File: config.mk
export PLATFORM = sky130hd
export DESIGN_NAME = vga_timing_gen
export DESIGN_NICKNAME = d
export VERILOG_FILES = /design/src/rtl/vga_pkg.sv /design/src/rtl/vga_pattern_gen.sv /design/src/rtl/vga_timing_gen.sv
export SDC_FILE = /design/constraint.sdc
export NUM_CORES = 1
export LEC_CHECK = 0
export ABC_AREA = 1
export ABC_CLOCK_PERIOD_IN_PS = 1800
export CAP_MARGIN = 20
export CORE_MARGIN = 2
export CORE_UTILIZATION = 35
export DETAILED_ROUTE_END_ITERATION = 16
export GPL_ROUTABILITY_DRIVEN = 0
export PLACE_DENSITY = 0.62
export SLEW_MARGIN = 25
export SYNTH_ARGS = -nofsm -noshare
export SYNTH_HDL_FRONTEND = slang
export SYNTH_SLANG_ARGS = --single-unit
File: constraint.sdc
create_clock -name clk_50 -period 1.8 [get_ports clk_50]
set_input_delay 0.27 -clock clk_50 [delete_from_list [all_inputs] [get_ports clk_50]]
set_output_delay 0.27 -clock clk_50 [all_outputs]
set_load 0.005 [all_outputs]
File: src/rtl/vga_pkg.sv
// ---------------------------------------------------------------------------
// vga_pkg
// Shared definitions for the VGA timing generator:
//   - mode_e       : output pattern select encodings
//   - DEF_*        : default 640x480@60 timing (25 MHz pixel from 50 MHz clock)
//   - pix_flags_t  : per-pixel flags carried down the source-latency delay line
//   - bar_rgb()    : colour-bar table, returns {r,g,b} channel enables
// ---------------------------------------------------------------------------
package vga_pkg;

    typedef enum logic [1:0] {
        ModeExt   = 2'b00,
        ModeSolid = 2'b01,
        ModeBars  = 2'b10,
        ModeBlank = 2'b11
    } mode_e;

    localparam int unsigned DEF_H_VISIBLE = 640;
    localparam int unsigned DEF_H_FRONT   = 16;
    localparam int unsigned DEF_H_SYNC    = 96;
    localparam int unsigned DEF_H_BACK    = 48;
    localparam int unsigned DEF_V_VISIBLE = 480;
    localparam int unsigned DEF_V_FRONT   = 10;
    localparam int unsigned DEF_V_SYNC    = 2;
    localparam int unsigned DEF_V_BACK    = 33;

    typedef struct packed {
        logic        active;
        logic        hs;
        logic        vs;
        logic [10:0] x;
    } pix_flags_t;

    // Bars left to right: white, yellow, cyan, green, magenta, red, blue, black.
    function automatic logic [2:0] bar_rgb(input logic [2:0] bar);
        logic [2:0] rgb;
        case (bar)
            3'd0:    rgb = 3'b111;
            3'd1:    rgb = 3'b110;
            3'd2:    rgb = 3'b011;
            3'd3:    rgb = 3'b010;
            3'd4:    rgb = 3'b101;
            3'd5:    rgb = 3'b100;
            3'd6:    rgb = 3'b001;
            default: rgb = 3'b000;
        endcase
        return rgb;
    endfunction

endpackage

File: src/rtl/vga_pattern_gen.sv
// ---------------------------------------------------------------------------
// vga_pattern_gen
// Combinational pixel-colour selection for the active area.
// Ports:
//   mode       in  2   latched pattern select (vga_pkg::mode_e)
//   solid_rgb  in  12  colour for solid mode, {r,g,b}
//   src_r/g/b  in  4   external pixel data
//   x          in  11  delayed horizontal position (selects the colour bar)
//   r/g/b      out 4   selected colour
// ---------------------------------------------------------------------------
module vga_pattern_gen
    import vga_pkg::*;
#(
    parameter int unsigned H_VISIBLE = DEF_H_VISIBLE
) (
    input  mode_e       mode,
    input  logic [11:0] solid_rgb,
    input  logic [3:0]  src_r,
    input  logic [3:0]  src_g,
    input  logic [3:0]  src_b,
    input  logic [10:0] x,
    output logic [3:0]  r,
    output logic [3:0]  g,
    output logic [3:0]  b
);

    localparam logic [10:0] BAR_W = 11'(H_VISIBLE / 8);

    logic [2:0] bar_mask;

    always_comb begin
        bar_mask = bar_rgb(3'(x / BAR_W));
        r = 4'h0;
        g = 4'h0;
        b = 4'h0;
        unique case (mode)
            ModeExt: begin
                r = src_r;
                g = src_g;
                b = src_b;
            end
            ModeSolid: begin
                r = solid_rgb[11:8];
                g = solid_rgb[7:4];
                b = solid_rgb[3:0];
            end
            ModeBars: begin
                r = {4{bar_mask[2]}};
                g = {4{bar_mask[1]}};
                b = {4{bar_mask[0]}};
            end
            ModeBlank: begin
            end
        endcase
    end

endmodule

File: src/rtl/vga_timing_gen.sv
// ---------------------------------------------------------------------------
// vga_timing_gen
// VGA raster timing with a pixel-tick enable derived from clk_50 (no derived
// clock), a PIPE-tick flag delay matching the external pixel source latency,
// and registered sync/RGB outputs.
// Ports:
//   clk_50, rst          in   system clock, synchronous active-high reset
//   mode                 in   2   pattern select, latched at frame start
//   solid_rgb            in   12  solid-mode colour
//   src_r/g/b            in   4   external pixel data (PIPE ticks after pix_req)
//   pix_ce               out  1   pixel-tick strobe (one clk_50 cycle)
//   pix_req              out  1   current position is in the active area
//   pix_x, pix_y         out  11/10 current position
//   frame_start          out  1   pix_ce tick at position (0,0)
//   vga_r/g/b            out  4   colour
//   vga_hs, vga_vs       out  1   syncs
// ---------------------------------------------------------------------------
module vga_timing_gen
    import vga_pkg::*;
#(
    parameter int unsigned H_VISIBLE = DEF_H_VISIBLE,
    parameter int unsigned H_FRONT   = DEF_H_FRONT,
    parameter int unsigned H_SYNC    = DEF_H_SYNC,
    parameter int unsigned H_BACK    = DEF_H_BACK,
    parameter int unsigned V_VISIBLE = DEF_V_VISIBLE,
    parameter int unsigned V_FRONT   = DEF_V_FRONT,
    parameter int unsigned V_SYNC    = DEF_V_SYNC,
    parameter int unsigned V_BACK    = DEF_V_BACK,
    parameter int unsigned CLK_DIV   = 2,
    parameter bit          HS_POL    = 1'b0,
    parameter bit          VS_POL    = 1'b0,
    parameter int unsigned PIPE      = 1
) (
    input  logic        clk_50,
    input  logic        rst,
    input  logic [1:0]  mode,
    input  logic [11:0] solid_rgb,
    input  logic [3:0]  src_r,
    input  logic [3:0]  src_g,
    input  logic [3:0]  src_b,
    output logic        pix_ce,
    output logic        pix_req,
    output logic [10:0] pix_x,
    output logic [9:0]  pix_y,
    output logic        frame_start,
    output logic [3:0]  vga_r,
    output logic [3:0]  vga_g,
    output logic [3:0]  vga_b,
    output logic        vga_hs,
    output logic        vga_vs
);

    localparam int unsigned H_TOTAL = H_VISIBLE + H_FRONT + H_SYNC + H_BACK;
    localparam int unsigned V_TOTAL = V_VISIBLE + V_FRONT + V_SYNC + V_BACK;

    localparam logic [10:0] H_VIS_W  = 11'(H_VISIBLE);
    localparam logic [10:0] HS_BEG_W = 11'(H_VISIBLE + H_FRONT);
    localparam logic [10:0] HS_END_W = 11'(H_VISIBLE + H_FRONT + H_SYNC);
    localparam logic [10:0] H_LAST_W = 11'(H_TOTAL - 1);
    localparam logic [9:0]  V_VIS_W  = 10'(V_VISIBLE);
    localparam logic [9:0]  VS_BEG_W = 10'(V_VISIBLE + V_FRONT);
    localparam logic [9:0]  VS_END_W = 10'(V_VISIBLE + V_FRONT + V_SYNC);
    localparam logic [9:0]  V_LAST_W = 10'(V_TOTAL - 1);
    localparam logic [4:0]  DIV_LAST = 5'(CLK_DIV - 1);

    if (H_VISIBLE % 8 != 0) begin : g_chk_hvis
        $error("vga_timing_gen: H_VISIBLE must be divisible by 8");
    end
    if (CLK_DIV < 1 || CLK_DIV > 16) begin : g_chk_div
        $error("vga_timing_gen: CLK_DIV must be 1..16");
    end
    if (PIPE > 7) begin : g_chk_pipe
        $error("vga_timing_gen: PIPE must be 0..7");
    end

    // Pixel-tick divider; the strobe is registered so it is low during reset
    // even when CLK_DIV=1.
    logic [4:0] div_q;
    logic       pix_ce_q;

    always_ff @(posedge clk_50) begin
        if (rst) begin
            div_q    <= '0;
            pix_ce_q <= 1'b0;
        end else if (div_q == DIV_LAST) begin
            div_q    <= '0;
            pix_ce_q <= 1'b1;
        end else begin
            div_q    <= div_q + 5'd1;
            pix_ce_q <= 1'b0;
        end
    end

    logic [10:0] h_q;
    logic [9:0]  v_q;

    always_ff @(posedge clk_50) begin
        if (rst) begin
            h_q <= '0;
            v_q <= '0;
        end else if (pix_ce_q) begin
            if (h_q == H_LAST_W) begin
                h_q <= '0;
                v_q <= (v_q == V_LAST_W) ? 10'd0 : v_q + 10'd1;
            end else begin
                h_q <= h_q + 11'd1;
            end
        end
    end

    pix_flags_t cur;
    pix_flags_t dly;

    assign cur = '{
        active: (h_q < H_VIS_W) && (v_q < V_VIS_W),
        hs:     (h_q >= HS_BEG_W) && (h_q < HS_END_W),
        vs:     (v_q >= VS_BEG_W) && (v_q < VS_END_W),
        x:      h_q
    };

    assign pix_ce      = pix_ce_q;
    assign pix_req     = cur.active;
    assign pix_x       = h_q;
    assign pix_y       = v_q;
    assign frame_start = pix_ce_q && (h_q == 11'd0) && (v_q == 10'd0);

    // Flags travel alongside the external source so sync/blanking line up
    // with src data that arrives PIPE ticks after pix_req.
    if (PIPE == 0) begin : g_nopipe
        assign dly = cur;
    end else begin : g_pipe
        pix_flags_t [PIPE-1:0] pipe_q;

        always_ff @(posedge clk_50) begin
            if (rst) begin
                pipe_q <= '0;
            end else if (pix_ce_q) begin
                pipe_q[0] <= cur;
                for (int i = 1; i < PIPE; i++) begin
                    pipe_q[i] <= pipe_q[i-1];
                end
            end
        end

        assign dly = pipe_q[PIPE-1];
    end

    // Mode changes only at frame boundaries so a frame is never mixed.
    mode_e mode_q;

    always_ff @(posedge clk_50) begin
        if (rst) begin
            mode_q <= ModeExt;
        end else if (frame_start) begin
            mode_q <= mode_e'(mode);
        end
    end

    logic [3:0] pat_r;
    logic [3:0] pat_g;
    logic [3:0] pat_b;

    vga_pattern_gen #(
        .H_VISIBLE (H_VISIBLE)
    ) u_pattern (
        .mode      (mode_q),
        .solid_rgb (solid_rgb),
        .src_r     (src_r),
        .src_g     (src_g),
        .src_b     (src_b),
        .x         (dly.x),
        .r         (pat_r),
        .g         (pat_g),
        .b         (pat_b)
    );

    always_ff @(posedge clk_50) begin
        if (rst) begin
            vga_r  <= 4'h0;
            vga_g  <= 4'h0;
            vga_b  <= 4'h0;
            vga_hs <= ~HS_POL;
            vga_vs <= ~VS_POL;
        end else if (pix_ce_q) begin
            vga_r  <= dly.active ? pat_r : 4'h0;
            vga_g  <= dly.active ? pat_g : 4'h0;
            vga_b  <= dly.active ? pat_b : 4'h0;
            vga_hs <= dly.hs ? HS_POL : ~HS_POL;
            vga_vs <= dly.vs ? VS_POL : ~VS_POL;
        end
    end

endmodule

* After elaboration in Yosys (flattened, before gate mapping)
Cells that the tools add are included.
** Word-level totals
- Word-level logic and storage cells :: 58
- Input port bits :: 28
- Output and inout port bits :: 38
- Flip-flop bits (word level) :: 57
** Cells by class
- Div/mod/pow operators :: 1
- Mux-type cells :: 12
- $lt $le $gt $ge :: 6
- Reduce and logical (&&, ||, !) cells :: 11
- $add $sub $neg :: 3
- Eq/ne operators :: 11
** Operator list (number)
- $pmux W4 S3 :: 3
- $lt A11 B10 Y1 const B :: 2
- $pmux W3 S7 :: 1
- $lt A10 B9 Y1 const B :: 2
- $mux W4 :: 3
- $add A11 B1 Y11 const B :: 1
- $div A11 B7 Y11 const B :: 1
- $eq A11 B10 Y1 const B :: 1
- $ge A11 B10 Y1 const B :: 1
- $logic_not A11 Y1 :: 1
- $mux W11 :: 1
- $add A10 B1 Y10 const B :: 1
- $eq A10 B10 Y1 const B :: 1
- $ge A10 B9 Y1 const B :: 1
- $logic_not A10 Y1 :: 1
- $mux W10 :: 1
- $eq A3 B3 Y1 const B :: 3
- $eq A3 B2 Y1 const B :: 2
- $add A5 B1 Y5 const B :: 1
- $eq A5 B1 Y1 const B :: 1
- $logic_and A1 B1 Y1 :: 5
- $eq A3 B1 Y1 const B :: 1
- $logic_not A3 Y1 :: 1
- $mux W1 :: 3
- 5 further kinds :: 5

* Depth between registers and ports, before layout
- Depth in word-level cells :: 5
- Mapped depth :: 20
- Mapped depth without buffers :: 20

* By module
A second synthesis with hierarchy kept.
** Second synthesis, totals
- Cells, all modules :: 498
- Area total of the unflattened synthesis :: 3349.5 um^2
** Modules (own cells, without submodules)
- vga_timing_gen :: sequential area each 1141.1 um^2, cells an instance 378, area an instance 2776.4 um^2, times used 1
- vga_pattern_gen :: sequential area each 0.0 um^2, cells an instance 120, area an instance 573.0 um^2, times used 1

* Least setup slack after synthesis
Ideal clock, no wire load.
- Path kind :: reg-to-reg
- Start :: register h_q[0], in the netlist pix_x[0]
- End :: register v_q[9], in the netlist pix_y[9]
- Required time :: 1.673 ns
- Library setup time :: 0.127 ns
- Arrival :: 1.657 ns
- Path slack :: 0.016 ns
- Clock period less this slack :: 1.784 ns
- Path buffers :: 0
- Cell stages (with the launch flop) :: 12
- Cells stage by stage :: dfxtp_1 > ha_1 > nand2_1 > inv_1 > nand4_1 > nor2_1 > inv_1 > nor3_1 > nand2_1 > nor2_1 > xor2_1 > nor2_1
** On the way
- Cells in the longest elaborated chain, start to end :: 2
** Ends and longest elaborated chain
- start: declaration :: RTL line vga_timing_gen.sv:94 : logic [10:0] h_q;
- start signal: assignment :: RTL line vga_timing_gen.sv:106 : h_q <= h_q + 11'd1;
- $eq A11 B10 Y1 :: RTL line vga_timing_gen.sv:102 : if (h_q == H_LAST_W) begin
- $reduce_and A2 Y1 (no source line)
- end signal: assignment :: RTL line vga_timing_gen.sv:104 : v_q <= (v_q == V_LAST_W) ? 10'd0 : v_q + 10'd1;
- end: declaration :: RTL line vga_timing_gen.sv:95 : logic [9:0] v_q;
Every way passes these cells.
A chain may end at the register's enable or synchronous reset.

* Worst setup path in the final report
- Start :: register g_pipe.pipe_q, in the netlist dly[9]
- End :: register vga_b[2]
** On the way
- Cells in the longest elaborated chain, start to end :: 5
- Elaborated cells on any way between the ends :: 11
- Classes of those cells :: 1 x div; 6 x eq/ne; 3 x mux; 1 x reduce/logical
** Ends and longest elaborated chain
- start: declaration :: RTL line vga_timing_gen.sv:132 : pix_flags_t [PIPE-1:0] pipe_q;
- start signal: indexed assignment :: RTL line vga_timing_gen.sv:140 : pipe_q[i] <= pipe_q[i-1];
- $div A11 B7 Y11 * :: RTL line vga_pattern_gen.sv:32 : bar_mask = bar_rgb(3'(x / BAR_W));
- $eq A3 B3 Y1 (tied with other cells) :: RTL line vga_pkg.sv:37 : case (bar)
- $pmux W3 S7 * :: RTL line vga_pkg.sv:37
- $pmux W4 S3 * :: RTL line vga_pattern_gen.sv:36 : unique case (mode)
- $mux W4 * :: RTL line vga_timing_gen.sv:187 : vga_b <= dly.active ? pat_b : 4'h0;
- end signal: assignment :: RTL line vga_timing_gen.sv:187
- end: declaration :: RTL line vga_timing_gen.sv:48 : output logic [3:0] vga_b,
Every way passes the cells marked *; elsewhere a longest branch is shown, timed or not.

==> summary.md <==
| Metric | Value |
|---|---|
| Status | `finished, violations left` |
| Violated checks | `setup timing` |
| RR Startpoint | `dly[9]` |
| Top_reg_cell synth | `dfxtp_1` |
| Core area | `7770 um^2` |
| CTS Buf Count | `5` |
| Post-DR vias/cell | `4.86` |
| Chip width | `93.7 um` |
| Wirelength per Cell | `14.0 um` |
| Largest fanout on the critical path | `5` |
| Sequential-to-total area share from yosys stat | `0.377` |
| CP max stage delay | `0.38 ns` |
| CTS sink count | `53` |
| R2r setup slk | `-0.15 ns` |
| Worst slew pin tran | `0.387 ns` |
| Final setup vio count | `15` |
| Critical Path RT | `2.05 ns` |
| Worst EP arrival | `2.20 ns` |
| Static Leakage | `2.00 nW` |
| Starting density of the core | `0.363` |
| NumNets Final | `589` |
| Hold_sp | `dly[12]` |
| Worst Hold Endpoint | `vga_hs` |
| Hold buffer count at CTS | `0` |
| Most common cell after layout, fill and taps aside | `buf_4` |
| Most frequent cells in the layout | `buf_4 (87), nand2_1 (78), clkdlybuf4s50_1 (63), inv_1 (52), dfxtp_1 (39)` |
| Tot Pwr | `2.67 mW` |
| Drt pass-1 iters | `4` |
| Worst Hold Class | `reg2reg` |
| Worst slew margin | `0.742` |
| XOR/XNOR Fraction of Synth Area | `0.0218` |
| Max cap viols | `0` |
| PortBufs | `65` |
| Vias in the first global route | `3136` |
| Tmin final | `1.95 ns` |
| Pins Over Slew Limit | `0` |
| FF+latch count, synth | `53` |
| Antenna viol nets, final | `0` |
| Crit start category | `register` |
| Ys async rst share | `0` |
| Yosys warns | `0` |
| Worst-path clk slew | `0.11 ns` |
| Layout area overhead | `66.7%` |
| CTS tree | `built` |
| Post-Synth Simple-Gate Area | `0.309` |
| Final Hold Vio Count | `0` |
| Setup ws final | `-0.150 ns` |
| Most used cell, CP | `nand2_4` |
| Layout cells sized above 1 | `0.351` |
| Yosys top cell area share | `0.377` |
| RSZ-0062 raised after global routing | `yes` |
| Synthesized cell area | `2820 um^2` |
| Hold slack | `0.450 ns` |
| Total inserted antenna cells | `0` |
| Iter 0 DRT Violations | `157` |
| Cell variety after synth | `30` |
| Site Rows | `32` |
| Setup WS pre-CTS | `-0.314 ns` |
| H-tree lvl count | `2` |
| Critical path buffers and inverters | `3` |
| Hold path cells | `1` |
| Worst r2r dst | `vga_b[2]` |
| Post-synthesis compound-gate area fraction | `0.135` |
| Post-DP HPWL | `6.08 mm` |
| CTS Root Cell | `clkbuf_8` |
| Setup crit end kind | `register` |
| Maximum vdd drop | `0.000355 V` |
| PD cells | `569 nW/um^2` |
| Syn Inst Count | `413` |
| Via count | `3196` |
| Post-Syn Area per Cell | `6.82 um^2` |
| Largest net degree at the start of global routing | `27` |
| Layout Cells excl Fill | `658` |
| # placed instances | `623` |
| Critical path type | `reg2reg` |
| Fin crit share | `1.08` |
| Top delay family on crit path | `simple AND/OR/NAND/NOR gates` |
| Overall global routing resource usage | `0.203` |
| Initial antenna violation count | `0` |
| R2R depth | `15` |
| Die Area | `8780 um^2` |
| Io pins | `66` |
| Post-Syn Nets | `447` |
| Post-synth EDFFs | `0` |
| Total global routing overflow | `0` |
| Cell breakdown of the critical path | `inv_4, buf_6, o211ai_1, a21boi_4, nand2_4, nand2_4, nand2_4, nand2_4, inv_2, nand3_2, and3_4, nand2_4, nand2_2, nand2_2, a21oi_2` |
| Worst-path cell with the longest stage delay | `dfxtp_4` |
| Die Height | `93.7 um` |
| Max clock buf depth | `2` |
| Synth top area cells | `dfxtp_1 (38%), nand2_1 (12%), inv_1 (8.1%), a21oi_1 (6.0%), nor2_1 (4.4%)` |
| Clk_lat worst skew | `0.31 ns` |
| Post-route DRC | `0` |
| Cell accounting for the most synthesized area | `dfxtp_1` |
| First-pass GRT wire length | `14.3 mm` |
| Main combinational cell family by area after synthesis | `simple AND/OR/NAND/NOR gates` |
| Final wirelength | `9.21 mm` |
| Multiplexer area fraction after synthesis | `0` |
| Clk_skew | `0.0165 ns` |
| Area share of fa/ha/maj cells after synthesis | `0.0266` |
| Fmax | `0.513 GHz` |
[logic make-up (layout without fill, tap and decap cells)]
kind of cell	count (synthesis)	in the layout
buffers and inverters	87	230
and+or+nand+nor	194	194
AOI/OAI and AO/OA	66	66
xor gates and xnor gates	7	7
adders and majority gates	6	6
DFF	53	53
[stage by stage]
step	util	TNS, ns	area [um^2]
floorplan	-	0	2820
global placement	0.510	-0.967	3960
detailed placement	0.510	-2.09	3960
CTS	0.560	-0.696	4350
global route	0.605	-3.52	4700
finish	0.605	-1.35	4700
[cell type report]
class / count / area, um^2
Fill cell: 721 / 3070
Multi-Input combinational cell: 273 / 1740
Timing Repair Buffer: 158 / 1380
Sequential cell: 53 / 1090
Inverter: 64 / 245
Tap cell: 102 / 128
Clock buffer: 6 / 72.6
Clock inverter: 2 / 38.8
[how the worst max path moves through the flow]
stage	startpoint	end	slack [ns]	depth (start not counted)
after floorplan	pix_x[0]	pix_y[9]	0.02	11
after global placement	pix_y[4]	frame_start	-0.25	5
after detailed placement	pix_y[4]	frame_start	-0.31	5
after CTS	pix_y[1]	frame_start	-0.24	8
after global routing	dly[9]	vga_b[2]	-0.30	16
final	dly[9]	vga_b[2]	-0.15	15
[where the power goes]
| part | switching, mW | internal, mW | total [mW] | leakage, nW |
|---|---|---|---|---|
| clock | 0.411 | 0.419 | 0.830 | 0.0554 |
| sequential | 0.0405 | 1.21 | 1.25 | 0.437 |
| combinational | 0.306 | 0.283 | 0.589 | 1.51 |
| total | 0.758 | 1.91 | 2.67 | 2.00 |
[cells in the mapped netlist (2+ instances only)]
cell,n
nand2_1,91
inv_1,61
dfxtp_1,53
a21oi_1,34
nor2_1,33
nand3_1,24
o21ai_0,16
nor3_1,15
buf_4,11
clkbuf_1,10
nand2_2,10
nand4_1,8
xor2_1,7
ha_1,6
nor4_1,6
a21oi_2,4
a22o_1,4
nand3_2,3
nor3b_1,3
a211oi_1,2
inv_2,2
o211ai_1,2
[state kept, by name (all words and copies together), names as in the netlist]
signal  cells
vga_b       4
pix_y      10
vga_hs      1
vga_vs      1
vga_g       4
vga_r       4
pix_x      11
div_q       5
pix_ce      1
dly        10
mode_q      2
[what timing repair did]
item	in CTS	in global routing
gates cloned	0	0
resized for setup	55	68
setup endpoints to repair	19	33
buffers inserted	16	12
pin swaps	11	26
[layer usage]
metal | vias up | part of all wire | track usage
li1 | 1608 | - | -
met1 | 1495 | 0.41 | 0.245
met2 | 73 | 0.53 | 0.357
met3 | 20 | 0.034 | 0.0353
met4 | 0 | 0.026 | 0.0773
met5 | - | 0 | 0
Power figures use the tool's default switching activity.
